## config.mk

```make
export PLATFORM = sky130hd
export DESIGN_NAME = cdma_despreader
export DESIGN_NICKNAME = d
export VERILOG_FILES = /design/src/rtl/cdma_despreader.sv
export SDC_FILE = /design/constraint.sdc
export NUM_CORES = 1
export LEC_CHECK = 0
export BUFFER_PORTS_ARGS = -buffer_cell sky130_fd_sc_hd__buf_2
export CELL_PAD_IN_SITES_DETAIL_PLACEMENT = 0
export CELL_PAD_IN_SITES_GLOBAL_PLACEMENT = 1
export CORE_MARGIN = 3
export CORE_UTILIZATION = 50
export CTS_CLUSTER_SIZE = 16
export DETAILED_ROUTE_END_ITERATION = 7
export GPL_TIMING_DRIVEN = 0
export PLACE_DENSITY = 0.95
export SLEW_MARGIN = 40
export SYNTH_ARGS = -nofsm -noshare
export SYNTH_HDL_FRONTEND = slang
export SYNTH_SLANG_ARGS = --single-unit
```

## constraint.sdc

```tcl
create_clock -name clk_i -period 6.97 [get_ports clk_i]
set_clock_uncertainty 0.1 [all_clocks]
set_input_delay 1.394 -clock clk_i [delete_from_list [all_inputs] [get_ports clk_i]]
set_output_delay 1.394 -clock clk_i [all_outputs]
set_load 0.05 [all_outputs]
```

## src/rtl/cdma_despreader.sv

```systemverilog
// cdma_despreader
//   Receive-side CDMA despreader. Regenerates the 31-chip Gold code
//   (LFSR A: x^5+x^2+1, LFSR B: x^5+x^3+x^2+x+1, chip = a[0]^b[0]),
//   counts chip agreements over each bit period and decides one data bit
//   per period. Code phase is acquired by slipping one chip after every
//   erasure in SEARCH; LOCK_COUNT consecutive good decisions enter TRACK,
//   MISS_LIMIT consecutive erasures in TRACK fall back to SEARCH.
//
// Ports
//   clk_i         clock, rising edge
//   rst_ni        asynchronous active-low reset
//   chip_i        received chip, sampled when chip_en_i=1
//   chip_en_i     one-cycle chip strobe
//   seed_i[4:0]   LFSR A seed, captured on load_i (0 maps to 5'b00001)
//   load_i        load seed and restart acquisition (beats chip_en_i)
//   data_o        last decided bit (holds across erasures)
//   data_valid_o  one-cycle pulse per good decision
//   lock_o        high while in TRACK
//   corr_o[4:0]   agreement count of the last completed period
//   err_cnt_o[7:0] saturating TRACK-erasure counter (CDMA_DESPREAD_STATS_EN only)
//   gold_o        current local Gold chip
//
// Build option: define CDMA_DESPREAD_STATS_EN to add err_cnt_o.

module cdma_despreader #(
    parameter int unsigned HI_THRESH  = 24,
    parameter int unsigned LO_THRESH  = 7,
    parameter int unsigned LOCK_COUNT = 3,
    parameter int unsigned MISS_LIMIT = 2
) (
    input  logic       clk_i,
    input  logic       rst_ni,
    input  logic       chip_i,
    input  logic       chip_en_i,
    input  logic [4:0] seed_i,
    input  logic       load_i,
    output logic       data_o,
    output logic       data_valid_o,
    output logic       lock_o,
    output logic [4:0] corr_o,
`ifdef CDMA_DESPREAD_STATS_EN
    output logic [7:0] err_cnt_o,
`endif
    output logic       gold_o
);

    typedef enum logic [1:0] {ST_IDLE, ST_SEARCH, ST_TRACK} state_t;

    state_t     state, state_nx;
    logic [4:0] lfsr_a, lfsr_a_nx;
    logic [4:0] lfsr_b, lfsr_b_nx;
    logic [4:0] phase, phase_nx;
    logic [4:0] acc, acc_nx;
    logic [7:0] good_cnt, good_nx;
    logic [7:0] miss_cnt, miss_nx;
    logic       slip, slip_nx;
    logic       data_nx, valid_nx;
    logic [4:0] corr_nx;
    logic [4:0] acc_sum;
    logic       is_hi, is_lo, decided;
`ifdef CDMA_DESPREAD_STATS_EN
    logic [7:0] err_nx;
`endif

    assign gold_o  = lfsr_a[0] ^ lfsr_b[0];
    assign lock_o  = (state == ST_TRACK);

    // Count including the chip on the bus, so the last chip of a period
    // takes part in its own decision.
    assign acc_sum = acc + 5'(chip_i == gold_o);
    assign is_hi   = (acc_sum >= 5'(HI_THRESH));
    assign is_lo   = (acc_sum <= 5'(LO_THRESH));
    assign decided = is_hi | is_lo;

    always_comb begin
        state_nx  = state;
        lfsr_a_nx = lfsr_a;
        lfsr_b_nx = lfsr_b;
        phase_nx  = phase;
        acc_nx    = acc;
        good_nx   = good_cnt;
        miss_nx   = miss_cnt;
        slip_nx   = slip;
        data_nx   = data_o;
        valid_nx  = 1'b0;
        corr_nx   = corr_o;
`ifdef CDMA_DESPREAD_STATS_EN
        err_nx    = err_cnt_o;
`endif
        if (load_i) begin
            lfsr_a_nx = (seed_i == 5'd0) ? 5'b00001 : seed_i;
            lfsr_b_nx = '1;
            phase_nx  = '0;
            acc_nx    = '0;
            good_nx   = '0;
            miss_nx   = '0;
            slip_nx   = 1'b0;
            state_nx  = ST_SEARCH;
`ifdef CDMA_DESPREAD_STATS_EN
            err_nx    = '0;
`endif
        end else if (chip_en_i && state != ST_IDLE) begin
            if (slip) begin
                // Swallow this chip: the local code now lags one chip more.
                slip_nx = 1'b0;
            end else begin
                lfsr_a_nx = {lfsr_a[0] ^ lfsr_a[2], lfsr_a[4:1]};
                lfsr_b_nx = {^lfsr_b[3:0], lfsr_b[4:1]};
                if (phase == 5'd30) begin
                    phase_nx = '0;
                    acc_nx   = '0;
                    corr_nx  = acc_sum;
                    if (decided) begin
                        data_nx  = !is_hi;
                        valid_nx = 1'b1;
                    end
                    if (state == ST_SEARCH) begin
                        if (decided) begin
                            if (good_cnt + 8'd1 == 8'(LOCK_COUNT)) begin
                                state_nx = ST_TRACK;
                                good_nx  = '0;
                            end else begin
                                good_nx = good_cnt + 8'd1;
                            end
                        end else begin
                            good_nx = '0;
                            slip_nx = 1'b1;
                        end
                    end else begin
                        if (decided) begin
                            miss_nx = '0;
                        end else begin
`ifdef CDMA_DESPREAD_STATS_EN
                            if (err_cnt_o != '1) err_nx = err_cnt_o + 8'd1;
`endif
                            if (miss_cnt + 8'd1 == 8'(MISS_LIMIT)) begin
                                state_nx = ST_SEARCH;
                                miss_nx  = '0;
                            end else begin
                                miss_nx = miss_cnt + 8'd1;
                            end
                        end
                    end
                end else begin
                    phase_nx = phase + 5'd1;
                    acc_nx   = acc_sum;
                end
            end
        end
    end

    always_ff @(posedge clk_i or negedge rst_ni) begin
        if (!rst_ni) begin
            state        <= ST_IDLE;
            lfsr_a       <= 5'b00001;
            lfsr_b       <= '1;
            phase        <= '0;
            acc          <= '0;
            good_cnt     <= '0;
            miss_cnt     <= '0;
            slip         <= 1'b0;
            data_o       <= 1'b0;
            data_valid_o <= 1'b0;
            corr_o       <= '0;
`ifdef CDMA_DESPREAD_STATS_EN
            err_cnt_o    <= '0;
`endif
        end else begin
            state        <= state_nx;
            lfsr_a       <= lfsr_a_nx;
            lfsr_b       <= lfsr_b_nx;
            phase        <= phase_nx;
            acc          <= acc_nx;
            good_cnt     <= good_nx;
            miss_cnt     <= miss_nx;
            slip         <= slip_nx;
            data_o       <= data_nx;
            data_valid_o <= valid_nx;
            corr_o       <= corr_nx;
`ifdef CDMA_DESPREAD_STATS_EN
            err_cnt_o    <= err_nx;
`endif
        end
    end

endmodule

```

# Yosys cells after proc, flatten, opt, wreduce, memory -nomap -nowiden

Cells that the tools add are included.

Flip-flop bits (word level): 46
Input bits: 10
Output and inout port bits: 9
Word-level logic and storage cells: 97

Add/subtract/negate cells: 4
$lt $le $gt $ge: 2
Equal/unequal tests: 11
Mux-type cells: 49
Bitwise logic cells: 5
Reductions and logical operators: 15

Operator list:

| cell                  | number |
|---|---|
| $mux W8               | 14 |
| $mux W5               | 15 |
| $mux W2               | 9 |
| $add A8 B1 Y8 const B | 2 |
| $eq A8 B2 Y1 const B  | 2 |
| $reduce_and A4 Y1     | 3 |
| $mux W1               | 11 |
| $reduce_bool A2 Y1    | 4 |
| $reduce_and A7 Y1     | 1 |
| $ne A3 B2 Y1 const B  | 2 |
| $add A5 B1 Y5         | 1 |
| $add A5 B1 Y5 const B | 1 |
| $eq A5 B5 Y1 const B  | 1 |
| $ge A5 B5 Y1 const B  | 1 |
| $le A5 B3 Y1 const B  | 1 |
| $logic_not A5 Y1      | 1 |
| $reduce_and A5 Y1     | 1 |
| $ne A2 B2 Y1 const B  | 2 |
| $reduce_xor A4 Y1     | 1 |
| $ne A3 B3 Y1 const B  | 1 |
| $reduce_bool A3 Y1    | 1 |
| $eq A2 B1 Y1 const B  | 1 |
| $eq A2 B2 Y1 const B  | 1 |
| $not A1 Y1            | 2 |
| other kinds (6)       | 7 |

# Longest topological paths before layout

Depth in word-level cells: 11
Depth in mapped cells: 10
Mapped depth without buffers: 9

# Worst setup path before layout

OpenSTA, ideal clock, no wires.

Path type: input to register
From: input chip_i
To: register miss_cnt[5]
Library setup time: 67 ps
Arrival time: 3018 ps
Required time: 6803 ps
Slack: 3785 ps
Stages: 9
Path buffers: 1
Path through: xnor2_1 ha_1 ha_1 a21boi_1 o22ai_1 xor2_1 buf_6 o41ai_2 o31a_1

Cells in the longest elaborated chain, start to end: 10
Elaborated cells on any way between the ends: 11
Classes of those cells: add/sub (1); order compare (2); eq/ne (1); mux (6); bitwise (1)

RTL lines:

| item                                         | RTL line | RTL |
|---|---|---|
| start: declaration                           | 33       | `input logic chip_i,` |
| $eq A1 B1 Y1 (*)                             | 70       | `assign acc_sum = acc + 5'(chip_i == gold_o);` |
| $add A5 B1 Y5 (*)                            | 70       |  |
| $ge A5 B5 Y1 or $le A5 B3 Y1 (tied branches) | 71, 72   |  |
| $or A1 B1 Y1 (*)                             | 73       | `assign decided = is_hi \| is_lo;` |
| $mux W8 (*)                                  | 130      | `if (decided) begin` |
| $mux W8 (*)                                  | 117      | `if (state == ST_SEARCH) begin` |
| $mux W8 (*)                                  | 109      | `if (phase == 5'd30) begin` |
| $mux W8 (*)                                  | 103      | `if (slip) begin` |
| $mux W8 (*)                                  | 102      | `end else if (chip_en_i && state != ST_IDLE) begin` |
| $mux W8 (*)                                  | 90       | `if (load_i) begin` |
| end signal: assignment                       | 175      | `miss_cnt <= miss_nx;` |
| end: declaration                             | 55       | `logic [7:0] miss_cnt, miss_nx;` |

Mark *: on every way between the ends. The rest lies on a longest branch, timed or not. The select of a mux whose other input is x is not followed.
A chain may end at the register's enable or synchronous reset.

# Worst setup path after layout

From: input chip_i
To: register good_cnt[0]

Cells in the longest elaborated chain, start to end: 10
Elaborated cells on any way between the ends: 11
Classes of those cells: add/sub (1); order compare (2); eq/ne (1); mux (6); bitwise (1)

RTL lines:

| item                                         | RTL line | RTL |
|---|---|---|
| $eq A1 B1 Y1 (*)                             | 70       |  |
| $add A5 B1 Y5 (*)                            | 70       |  |
| $ge A5 B5 Y1 or $le A5 B3 Y1 (tied branches) | 71, 72   |  |
| $or A1 B1 Y1 (*)                             | 73       |  |
| $mux W8 (*)                                  | 118      | `if (decided) begin` |
| $mux W8 (*)                                  | 117      |  |
| $mux W8 (*)                                  | 109      |  |
| $mux W8 (*)                                  | 103      |  |
| $mux W8 (*)                                  | 102      |  |
| $mux W8 (*)                                  | 90       |  |
| end signal: assignment                       | 174      | `good_cnt <= good_nx;` |
| end: declaration                             | 54       | `logic [7:0] good_cnt, good_nx;` |

Marked as above.

==> flow_summary_export.csv <==
group,metric,value,unit
logic_synthesis,synth_enable_flop_cells,0,
sta,period_needed,3.26,ns
sta,holdWs,0.397,ns
drt,drt_iter0_drcs,130,
pwr,power.share.combinational,0.120,
drt,route.final.wire_length,5.32,mm
sta,worst_slew_margin_rel,0.514,
cts,clk_path_buf_depth,2,
placement,place.port_buffers,17,
grt,grt_pass1_wl,9.45,mm
sta,grt_setup_unrepaired,"no",
logic_synthesis,syn_area,2660,um^2
cts,cts_root_buf,"clkbuf_8",
final_layout,fin_util,0.589,
sta,setup_tns,0,ns
cts,numCtsBuffers,5,
grt,globalRouteOverflowTotal,0,
drt,viasPerCell,5.73,
logic_synthesis,synth_largest_area_cell,"dfrtp_1",
drt,detail_route.drc_violations,0,
pwr,vdd_ir_drop_max,0.111,mV
logic_synthesis,mappedNetlistNets,298,
placement,gp_congestion,0.812,
critical_path,cp-startpoint,"chip_i",
critical_path,worst_ep_required_time,7.08,ns
sta,setup_ws,3.71,ns
logic_synthesis,combinational_family_with_the_most_area_after_synthesis,"simple AND/OR/NAND/NOR gates",
sta,max_freq,306,MHz
floorplan,floorplan.core_area,4940,um^2
grt,grt_antenna_before_repair,0,
final_layout,layout-drive-gt1-share,0.167,
sta,post_route_clock_period_utilization,0.468,
placement,place_ws,3.37,ns
critical_path,timing.critical_path.fanout_max,10,
cts,cts_tree,"done",
drt,wl_per_cell,14.3,um
final_layout,number_of_nets_at_the_end_of_the_flow,322,
logic_synthesis,synth_cell_type_count,56,
pwr,p_seq_frac,0.567,
final_layout,layout.cells.most_common,"dfrtp_1",
drt,vias,2131,
final_layout,syn2layout_area_growth,9.45,%
hold_path,hold_start,"lfsr_b[4]$_DFFE_PN1P_",
critical_path,regToRegEndpoint,"good_cnt[0]$_DFFE_PN0P_",
drt,drtPass1Iterations,4,
logic_synthesis,post_synthesis_simple_gate_area_fraction,0.239,
hold_path,min-delay-path-class,"reg -> reg",
cts,clk-insertion-delay-late,0.29,ns
logic_synthesis,synth-async-reset-ratio,1.00,
logic_synthesis,post_synth_mux_area_share,0.0310,
logic_synthesis,synth.yosys.seq_area_share,0.436,
critical_path,r2r_slack,4.10,ns
final_layout,layout.cells.most_common_list,"40 x dfrtp_1, 32 x nand2_1, 23 x buf_2",
pwr,p_clk_frac,0.313,
critical_path,worstSetupEndpointType,"register",
logic_synthesis,synthXorXnorAreaFrac,0.0560,
sta,worst-slew-pin-transition,0.729,ns
floorplan,top_level_ports,19,
floorplan,dieWidth,78.9,um
placement,hpwl,3.67,mm
pwr,p_switching,0.136,mW
run_status,outcome,"finished, final reports clean",
pwr,netSwitchingFraction,0.267,
flow_run,max_cap_viol_count,0,
critical_path,critical_register_to_register_path_startpoint,"lfsr_b[0]$_DFFE_PN1P_",
logic_synthesis,synth_ff_type,"dfrtp_1",
sta,max_slew_violations,0,
grt,maximum_number_of_pins_on_one_net_before_global_route_repair,47,
hold_path,min_path_cells,2,
logic_synthesis,synthesis.yosys.warnings,0,
placement,placement.cell_area,2830,um^2
critical_path,worst_r2r_path_depth,10,
pwr,power_per_cell_area,174,nW/um^2
final_layout,fillers,464,
sta,setup-violations-final,0,
drt,remaining_antenna_violation_count_after_routing,0,
critical_path,arrival,3.37,ns
cts,ctsHoldBuffers,0,
logic_synthesis,synth.top_cells.by_area,"dfrtp_1 38%, dfstp_2 5.9%, nand2_1 4.5%",
cts,post_cts_resized,0,
sta,finalHoldViolations,0,
pwr,internal-power,0.372,mW
logic_synthesis,postSynthRegisterBits,46,
logic_synthesis,yosys.area.top_type_share,0.376,
cts,cts.sink_count,46,
logic_synthesis,post_synth_fa_ha_maj_area_fraction,0.0376,
floorplan,floorplan.die_area,6230,um^2
final_layout,antenna_cells_inserted,0,
cts,htree_levels,2,
grt,vias_in_the_first_global_route,2023,
floorplan,rows,25,
grt,grt_util_all_layers,0.189,
logic_synthesis,synth_area_per_cell,9.50,um^2
cts,worst_setup_hold_path_clk_slew,0.08,ns
pwr,power_leakage,1.30,nW
floorplan,initial_utilization,0.538,
final_layout,final_design_area_no_fill,2910,um^2
logic_synthesis,compound_gate_fraction_of_synth_area,0.156,
critical_path,worst_setup_path_start_kind,"primary input",
cts,post_cts.repair.setup_buffers,0,
hold_path,holdPathEnd,"lfsr_b[3]$_DFFE_PN1P_",
logic_synthesis,syn_inst,280,
critical_path,timing_worst_setup_path_type,"in -> reg",
floorplan,height_of_the_chip,78.9,um
-- worst max-delay path by stage --
stage | to | slack, ns
6_report | good_cnt[0]$_DFFE_PN0P_ | 3.71
5_1_grt | good_cnt[0]$_DFFE_PN0P_ | 3.51
4_1_cts | good_cnt[0]$_DFFE_PN0P_ | 3.67
3_5_place_dp | good_cnt[0]$_DFFE_PN0P_ | 3.37
3_3_place_gp | good_cnt[0]$_DFFE_PN0P_ | 3.39
2_1_floorplan | miss_cnt[5]$_DFFE_PN0P_ | 3.79
-- critical path, cell delays in order --
cell and delay [ns]:
buf_2 0.10, xnor2_1 0.21, ha_1 0.23, ha_1 0.30
a21boi_1 0.10, o22ai_1 0.16, xor2_1 0.28, buf_4 0.24
nand2_2 0.11, o31ai_2 0.23
-- metal layers --
metal  GRT usage  up-vias  part of all wire
li1            -     1057                 -
met1       0.273     1030              0.50
met2       0.294       39              0.45
met3      0.0329        5             0.036
met4      0.0515        0            0.0092
met5           0        -                 0
-- per-stage QoR --
step                      power, mW  instances
final                         0.508        372
after floorplan               0.333        280
after global routing          0.532        372
after detailed placement      0.355        364
after CTS                     0.516        372
after global placement        0.352        364
-- Yosys cell counts, drive strengths merged, types with 6 or more instances --
master / number
buf: 10
nand2b: 6
xor2: 6
nand3: 13
mux2i: 6
nand4: 6
dfrtp: 40
nor2: 17
nor3: 7
o31ai: 6
o21ai: 19
a21oi: 8
dfstp: 6
xnor2: 11
inv: 10
ha: 8
and3: 7
nand2: 34
-- power by group through the flow --
stage,sequential [mW],combinational [mW],clock [mW]
finish,0.288,0.0608,0.159
global placement,0.293,0.0598,0
global route,0.290,0.0677,0.175
detailed placement,0.293,0.0616,0
CTS,0.288,0.0615,0.166
floorplan,0.296,0.0371,0
-- cell type report --
class                           count  area [um^2]  area share
Tap cell                           67         83.8      0.0288
Multi-Input combinational cell    209         1380       0.475
Sequential cell                    46         1160       0.398
Inverter                           10         37.5      0.0129
Clock buffer                        8         80.1      0.0275
Buffer                             15         80.1      0.0275
Timing Repair Buffer               17         87.6      0.0301
-- logic make-up after synthesis --
family	count (synthesis)
and+or+nand+nor	116
AOI/OAI and AO/OA	60
muxes	8
xor gates and xnor gates	17
buffers and inverters	25
adders and majority gates	8
DFF	46
-- flip-flops by register name, indices dropped and copies added (netlist names) --
name and cells:
good_cnt 8, data_o 1, slip 1, state 2
phase 5, lfsr_a 5, data_valid_o 1, acc 5
miss_cnt 8, lfsr_b 5, corr_o 5
No activity file was read; power rests on OpenSTA's default activity.
